<file path="src/rtl/pipe_adder_pkg.sv">
`default_nettype none
// ============================================================================
// Package  : pipe_adder_pkg
// Purpose  : Shared constants and width/slice helpers for pipe_adder_param.
// Options  : none (PIPE_ADDER_BYPASS_EN is consumed by pipe_adder_param)
// Revision : 1.0 - initial parametrised release
// ============================================================================
package pipe_adder_pkg;

  // Operation select as seen on the sub input.
  localparam logic MODE_ADD = 1'b0;
  localparam logic MODE_SUB = 1'b1;

  // Total operand width for a given segmentation.
  function automatic int calc_data_w(input int seg_w, input int nseg);
    return seg_w * nseg;
  endfunction

  // Lowest bit index of segment idx.
  function automatic int seg_lo(input int idx, input int seg_w);
    return idx * seg_w;
  endfunction

endpackage
`default_nettype wire

</file>
<file path="src/rtl/pipe_adder_param_seg_add_stage.sv">
`default_nettype none
// ============================================================================
// Module   : seg_add_stage
// Purpose  : One pipeline stage: resolves segment IDX from the incoming carry,
//            merges it into the travelling partial sum, and registers the
//            carry, valid bit, partial sum and delayed operands.
// Options  : none
// Revision : 1.0 - initial parametrised release
// ============================================================================
module seg_add_stage
  import pipe_adder_pkg::*;
#(
  parameter int DATA_W = 64,
  parameter int SEG_W  = 8,
  parameter int IDX    = 0
) (
  input  logic              clk,
  input  logic              reset_n,
  input  logic              en,
  input  logic              valid_in,
  input  logic              carry_in,
  input  logic [DATA_W-1:0] a_in,
  input  logic [DATA_W-1:0] b_in,
  input  logic [DATA_W-1:0] sum_in,
  output logic              valid_out,
  output logic              carry_out,
  output logic              ovf_out,
  output logic [DATA_W-1:0] a_out,
  output logic [DATA_W-1:0] b_out,
  output logic [DATA_W-1:0] sum_out
);

  localparam int LO = seg_lo(IDX, SEG_W);
  localparam int HI = LO + SEG_W - 1;
  localparam logic [DATA_W-1:0] SEG_MASK = DATA_W'({SEG_W{1'b1}}) << LO;

  logic [SEG_W:0]    seg_res;
  logic [DATA_W-1:0] sum_next;
  logic              ovf_next;

  // Segment adder: SEG_W-bit sum plus carry out of this slice.
  assign seg_res = {1'b0, a_in[HI:LO]} + {1'b0, b_in[HI:LO]} + {{SEG_W{1'b0}}, carry_in};

  // Lower segments already resolved pass through; this slice is replaced.
  assign sum_next = (sum_in & ~SEG_MASK) | (DATA_W'(seg_res[SEG_W-1:0]) << LO);

  // Carry into the slice MSB is recovered from a^b^s at that bit; only the
  // top stage's flag is meaningful as the signed overflow of the full word.
  assign ovf_next = (a_in[HI] ^ b_in[HI] ^ seg_res[SEG_W-1]) ^ seg_res[SEG_W];

  // Stage register: holds everything while en is low, clears on reset.
  always_ff @(posedge clk or negedge reset_n) begin
    if (!reset_n) begin
      valid_out <= 1'b0;
      carry_out <= 1'b0;
      ovf_out   <= 1'b0;
      a_out     <= '0;
      b_out     <= '0;
      sum_out   <= '0;
    end else if (en) begin
      valid_out <= valid_in;
      carry_out <= seg_res[SEG_W];
      ovf_out   <= ovf_next;
      a_out     <= a_in;
      b_out     <= b_in;
      sum_out   <= sum_next;
    end
  end

endmodule
`default_nettype wire

</file>
<file path="src/rtl/pipe_adder_param.sv">
`default_nettype none
// ============================================================================
// Module   : pipe_adder_param
// Purpose  : Pipelined ripple-segment adder/subtractor. NSEG stages of SEG_W
//            bits each; latency NSEG enabled cycles, one op per enabled cycle.
//            Reports raw carry (c) and signed overflow (ovf).
// Options  : PIPE_ADDER_BYPASS_EN - adds a 'bypass' input giving a one-cycle
//            full-width path, accepted only when the pipeline is empty.
// Revision : 1.0 - initial parametrised release
// ============================================================================
module pipe_adder_param
  import pipe_adder_pkg::*;
#(
  parameter  int SEG_W  = 8,
  parameter  int NSEG   = 8,
  localparam int DATA_W = calc_data_w(SEG_W, NSEG)
) (
  input  logic              clk,
  input  logic              reset_n,
  input  logic              en,
  input  logic              in_valid,
  input  logic              sub,
  input  logic              cin,
  input  logic [DATA_W-1:0] data_in_a,
  input  logic [DATA_W-1:0] data_in_b,
`ifdef PIPE_ADDER_BYPASS_EN
  input  logic              bypass,
`endif
  output logic              out_valid,
  output logic [DATA_W-1:0] sum,
  output logic              c,
  output logic              ovf
);

  // Index 0 is the (combinational) capture point; index k is stage k output.
  logic [DATA_W-1:0] a_pipe   [NSEG+1];
  logic [DATA_W-1:0] b_pipe   [NSEG+1];
  logic [DATA_W-1:0] sum_pipe [NSEG+1];
  logic [NSEG:0]     v_pipe;
  logic [NSEG:0]     carry_pipe;
  logic [NSEG-1:0]   ovf_vec;
  logic              pipe_in_valid;
  logic              unused_tail;

  // Subtraction is a + ~b + ~cin, so B and the carry are conditioned here.
  assign a_pipe[0]     = data_in_a;
  assign b_pipe[0]     = (sub == MODE_SUB) ? ~data_in_b : data_in_b;
  assign carry_pipe[0] = (sub == MODE_ADD) ? cin : ~cin;
  assign sum_pipe[0]   = '0;
  assign v_pipe[0]     = pipe_in_valid;

  for (genvar k = 0; k < NSEG; k++) begin : g_stage
    seg_add_stage #(
      .DATA_W (DATA_W),
      .SEG_W  (SEG_W),
      .IDX    (k)
    ) u_stage (
      .clk       (clk),
      .reset_n   (reset_n),
      .en        (en),
      .valid_in  (v_pipe[k]),
      .carry_in  (carry_pipe[k]),
      .a_in      (a_pipe[k]),
      .b_in      (b_pipe[k]),
      .sum_in    (sum_pipe[k]),
      .valid_out (v_pipe[k+1]),
      .carry_out (carry_pipe[k+1]),
      .ovf_out   (ovf_vec[k]),
      .a_out     (a_pipe[k+1]),
      .b_out     (b_pipe[k+1]),
      .sum_out   (sum_pipe[k+1])
    );
  end

  // Operands leaving the last stage and intermediate overflow flags have
  // no consumer; they are folded into a single sink.
  assign unused_tail = ^{a_pipe[NSEG], b_pipe[NSEG], ovf_vec};

`ifdef PIPE_ADDER_BYPASS_EN
  logic              any_inflight;
  logic [DATA_W:0]   byp_full;
  logic              byp_ovf_next;
  logic              byp_valid;
  logic [DATA_W-1:0] byp_sum;
  logic              byp_c;
  logic              byp_ovf;

  assign pipe_in_valid = in_valid & ~bypass;
  assign any_inflight  = |v_pipe[NSEG:1];
  assign byp_full      = {1'b0, a_pipe[0]} + {1'b0, b_pipe[0]} + {{DATA_W{1'b0}}, carry_pipe[0]};
  assign byp_ovf_next  = a_pipe[0][DATA_W-1] ^ b_pipe[0][DATA_W-1] ^ byp_full[DATA_W-1] ^ byp_full[DATA_W];

  // Single-cycle bypass register; refused while pipelined work is in flight.
  always_ff @(posedge clk or negedge reset_n) begin
    if (!reset_n) begin
      byp_valid <= 1'b0;
      byp_sum   <= '0;
      byp_c     <= 1'b0;
      byp_ovf   <= 1'b0;
    end else if (en) begin
      byp_valid <= in_valid & bypass & ~any_inflight;
      byp_sum   <= byp_full[DATA_W-1:0];
      byp_c     <= byp_full[DATA_W];
      byp_ovf   <= byp_ovf_next;
    end
  end

  // Flags a bypass request that collides with in-flight pipelined ops.
  always @(posedge clk) begin
    if (reset_n && en && in_valid && bypass) begin
      assert (!any_inflight);
    end
  end

  assign out_valid = byp_valid | v_pipe[NSEG];
  assign sum       = byp_valid ? byp_sum : sum_pipe[NSEG];
  assign c         = byp_valid ? byp_c   : carry_pipe[NSEG];
  assign ovf       = byp_valid ? byp_ovf : ovf_vec[NSEG-1];
`else
  assign pipe_in_valid = in_valid;
  assign out_valid     = v_pipe[NSEG];
  assign sum           = sum_pipe[NSEG];
  assign c             = carry_pipe[NSEG];
  assign ovf           = ovf_vec[NSEG-1];
`endif

endmodule
`default_nettype wire
</file>
<file path="config.mk">
export PLATFORM = sky130hd
export DESIGN_NAME = pipe_adder_param
export DESIGN_NICKNAME = d
export VERILOG_FILES = /design/src/rtl/pipe_adder_pkg.sv /design/src/rtl/pipe_adder_param_seg_add_stage.sv /design/src/rtl/pipe_adder_param.sv
export SDC_FILE = /design/constraint.sdc
export NUM_CORES = 1
export LEC_CHECK = 0
export CAP_MARGIN = 20
export CORE_UTILIZATION = 60
export CTS_CLUSTER_DIAMETER = 120
export DETAILED_ROUTE_END_ITERATION = 6
export PLACE_DENSITY = 0.88
export SETUP_SLACK_MARGIN = 0.02
export SLEW_MARGIN = 20
export SYNTH_ARGS = -nofsm -noshare
export SYNTH_HDL_FRONTEND = slang
export SYNTH_HIERARCHICAL = 1
export SYNTH_SLANG_ARGS = --single-unit
</file>
<file path="constraint.sdc">
create_clock -name clk -period 3.1 [get_ports clk]
set_input_delay 0.93 -clock clk [delete_from_list [all_inputs] [get_ports clk]]
set_output_delay 0.93 -clock clk [all_outputs]
set_load 0.005 [all_outputs]
</file>
==> impl_metrics.env <==
export IMPL_status="finished, final reports clean"
export IMPL_max_freq_mhz=359
export IMPL_drt_pass1_iter_count=5
export IMPL_final_common_cell="dfrtp_1"
export IMPL_io_buffers=200
export IMPL_wl_per_cell_um=18.6
export IMPL_worstSetupEndpointType="register"
export IMPL_swShare=0.274
export IMPL_die_h_um=230
export IMPL_r2r_start="g_stage[6].u_stage/carry_out"
export IMPL_critical_path_class="primary input to register"
export IMPL_cts_max_level=3
export IMPL_pwr_share_comb=0.251
export IMPL_rsz0062_at_grt="no"
export IMPL_drive_gt1_frac=0.404
export IMPL_insertion_delay_ps=620
export IMPL_final_cell_mix="753 x dfrtp_1, 725 x mux2_2, 197 x clkdlybuf4s50_1"
export IMPL_fin_skew_ps=20.7
export IMPL_timing_final_crit_period_ps=2780
export IMPL_clk_pin_slew_ps=60
export IMPL_startpoint_type="primary input"
export IMPL_ctsHoldBuffers=0
export IMPL_leakage_nw=15.7
export IMPL_post_cts_setup_buffers=0
export IMPL_ir_worst_vdd_v=0.000517
export IMPL_fin_nets=2443
export IMPL_rows=83
export IMPL_cp_required_ps=3590
export IMPL_gr_usage_all_layers=0.219
export IMPL_reg2reg_slack_ps=530
export IMPL_final_hold_viol_count=0
export IMPL_fin_util=0.713
export IMPL_fin_area_um2=36600
export IMPL_whs_ps=229
export IMPL_dp_hpwl_mm=36.2
export IMPL_die_w_um=230
export IMPL_netlist_instances=2018
export IMPL_slew_viol_final=0
export IMPL_numCtsBuffers=77
export IMPL_dr_total_vias=16500
export IMPL_yosys_warnings=6
export IMPL_syn2layout_area_growth_pct=17.5
export IMPL_setup_tns_ps=0
export IMPL_postCtsResizedCells=0
export IMPL_antenna_cells=0
export IMPL_grt_max_degree=98
export IMPL_p_total_mw=32.1
export IMPL_drv_cap=0
export IMPL_worst_pin_slew_ps=642
export IMPL_cts_sinks=753
export IMPL_root_buffer="clkbuf_16"
export IMPL_powerDensity_nw_per_um2=878
export IMPL_worst_path_max_fanout=2
export IMPL_slew_headroom=0.572
export IMPL_grt_pass1_vias=18200
export IMPL_finalCritPeriodShare=0.897
export IMPL_clk_path_buf_depth=3
export IMPL_drc=0
export IMPL_core_um2=51300
export IMPL_syn_avg_cell_area_um2=15.4
export IMPL_drtIter0Drc=861
export IMPL_cp_arrival_ps=3270
export IMPL_setup_violations=0
export IMPL_grt_ovfl_total=0
export IMPL_final_antenna_net_count=0
export IMPL_p_int_mw=23.3
export IMPL_vias_per_cell=5.53
export IMPL_antenna_found_initial=0
export IMPL_ios=201
export IMPL_synth_nets=2224
export IMPL_wirelength_mm=55.2
export IMPL_worstRegToRegCells=7
export IMPL_hp_class="primary input to asynchronous set/reset pin"
export IMPL_grt_pass1_wl_mm=93.6
export IMPL_dieArea_um2=52800
export IMPL_seq_power_share=0.467
export IMPL_place_congestion=0.841
export IMPL_clock_power_share=0.283
export IMPL_fillers=3159
export IMPL_initial_core_util=0.607
export IMPL_r2r_end="g_stage[7].u_stage/sum_out[62]"
export IMPL_netlist_area_um2=31100
export IMPL_p_switching_mw=8.80
export IMPL_place_area_um2=34100
export IMPL_tritoncts="yes"
==> critical path, cell delays in order <==
cell	delay (ps)
clkdlybuf4s50_1	420
xor2_1	170
fa_1	470
fa_2	370
a211oi_2	280
o21bai_1	110
a21oi_1	180
xnor2_1	80
mux2_2	260
==> state kept, by name, summed over array words and instances, names as in the netlist <==
name	count
g_stage.u_stage/sum_out	288
g_stage.u_stage/a_out	224
g_stage.u_stage/ovf_out	1
g_stage.u_stage/b_out	224
g_stage.u_stage/valid_out	8
g_stage.u_stage/carry_out	8
==> power by group through the flow <==
stage / sequential (mW) / combinational [mW] / clock [mW]
after CTS: 15.1 / 8.13 / 9.31
after floorplan: 14.4 / 5.61 / 0
after global placement: 14.9 / 7.54 / 0
after global routing: 15.4 / 8.79 / 9.71
after detailed placement: 15.2 / 7.97 / 0
final: 15.0 / 8.06 / 9.08
==> how the worst max path moves through the flow <==
stage               from                       endpoint  slack, ps  cells past startpoint
floorplan            sub  g_stage[0].u_stage/sum_out[6]         40                      9
global placement     cin  g_stage[0].u_stage/sum_out[6]       -280                      9
detailed placement   cin  g_stage[0].u_stage/sum_out[6]       -300                      9
CTS                  cin  g_stage[0].u_stage/sum_out[6]        350                      9
global route         cin  g_stage[0].u_stage/sum_out[6]        250                      9
finish               cin  g_stage[0].u_stage/sum_out[6]        320                      9
==> per-layer routing <==
| layer | track usage | up-vias | wire [µm] |
|---|---|---|---|
| met5 | 0 | - | 0 |
| met3 | 0.0381 | 98 | 1940 |
| li1 | - | 7581 | - |
| met2 | 0.371 | 312 | 28500 |
| met4 | 0.0712 | 0 | 1430 |
| met1 | 0.287 | 8468 | 23300 |
==> final cells by class <==
type / count / area, µm² / share of cell area
repair buffers: 254 / 2700 / 0.0739
well taps: 680 / 851 / 0.0233
clock buffers: 118 / 2350 / 0.0641
clock inverters: 18 / 176 / 0.00482
inverters: 7 / 26.3 / 0.000718
flip-flops and latches: 753 / 18800 / 0.515
multi-input cells: 1144 / 11600 / 0.318
==> through the flow <==
step | cells | worst slack (ps)
2_1_floorplan | 2018 | 38.8
3_3_place_gp | 2838 | -278
3_5_place_dp | 2838 | -305
4_1_cts | 2974 | 347
5_1_grt | 2974 | 247
6_report | 2974 | 318
Note: power is estimated with default switching activity, not from simulation.
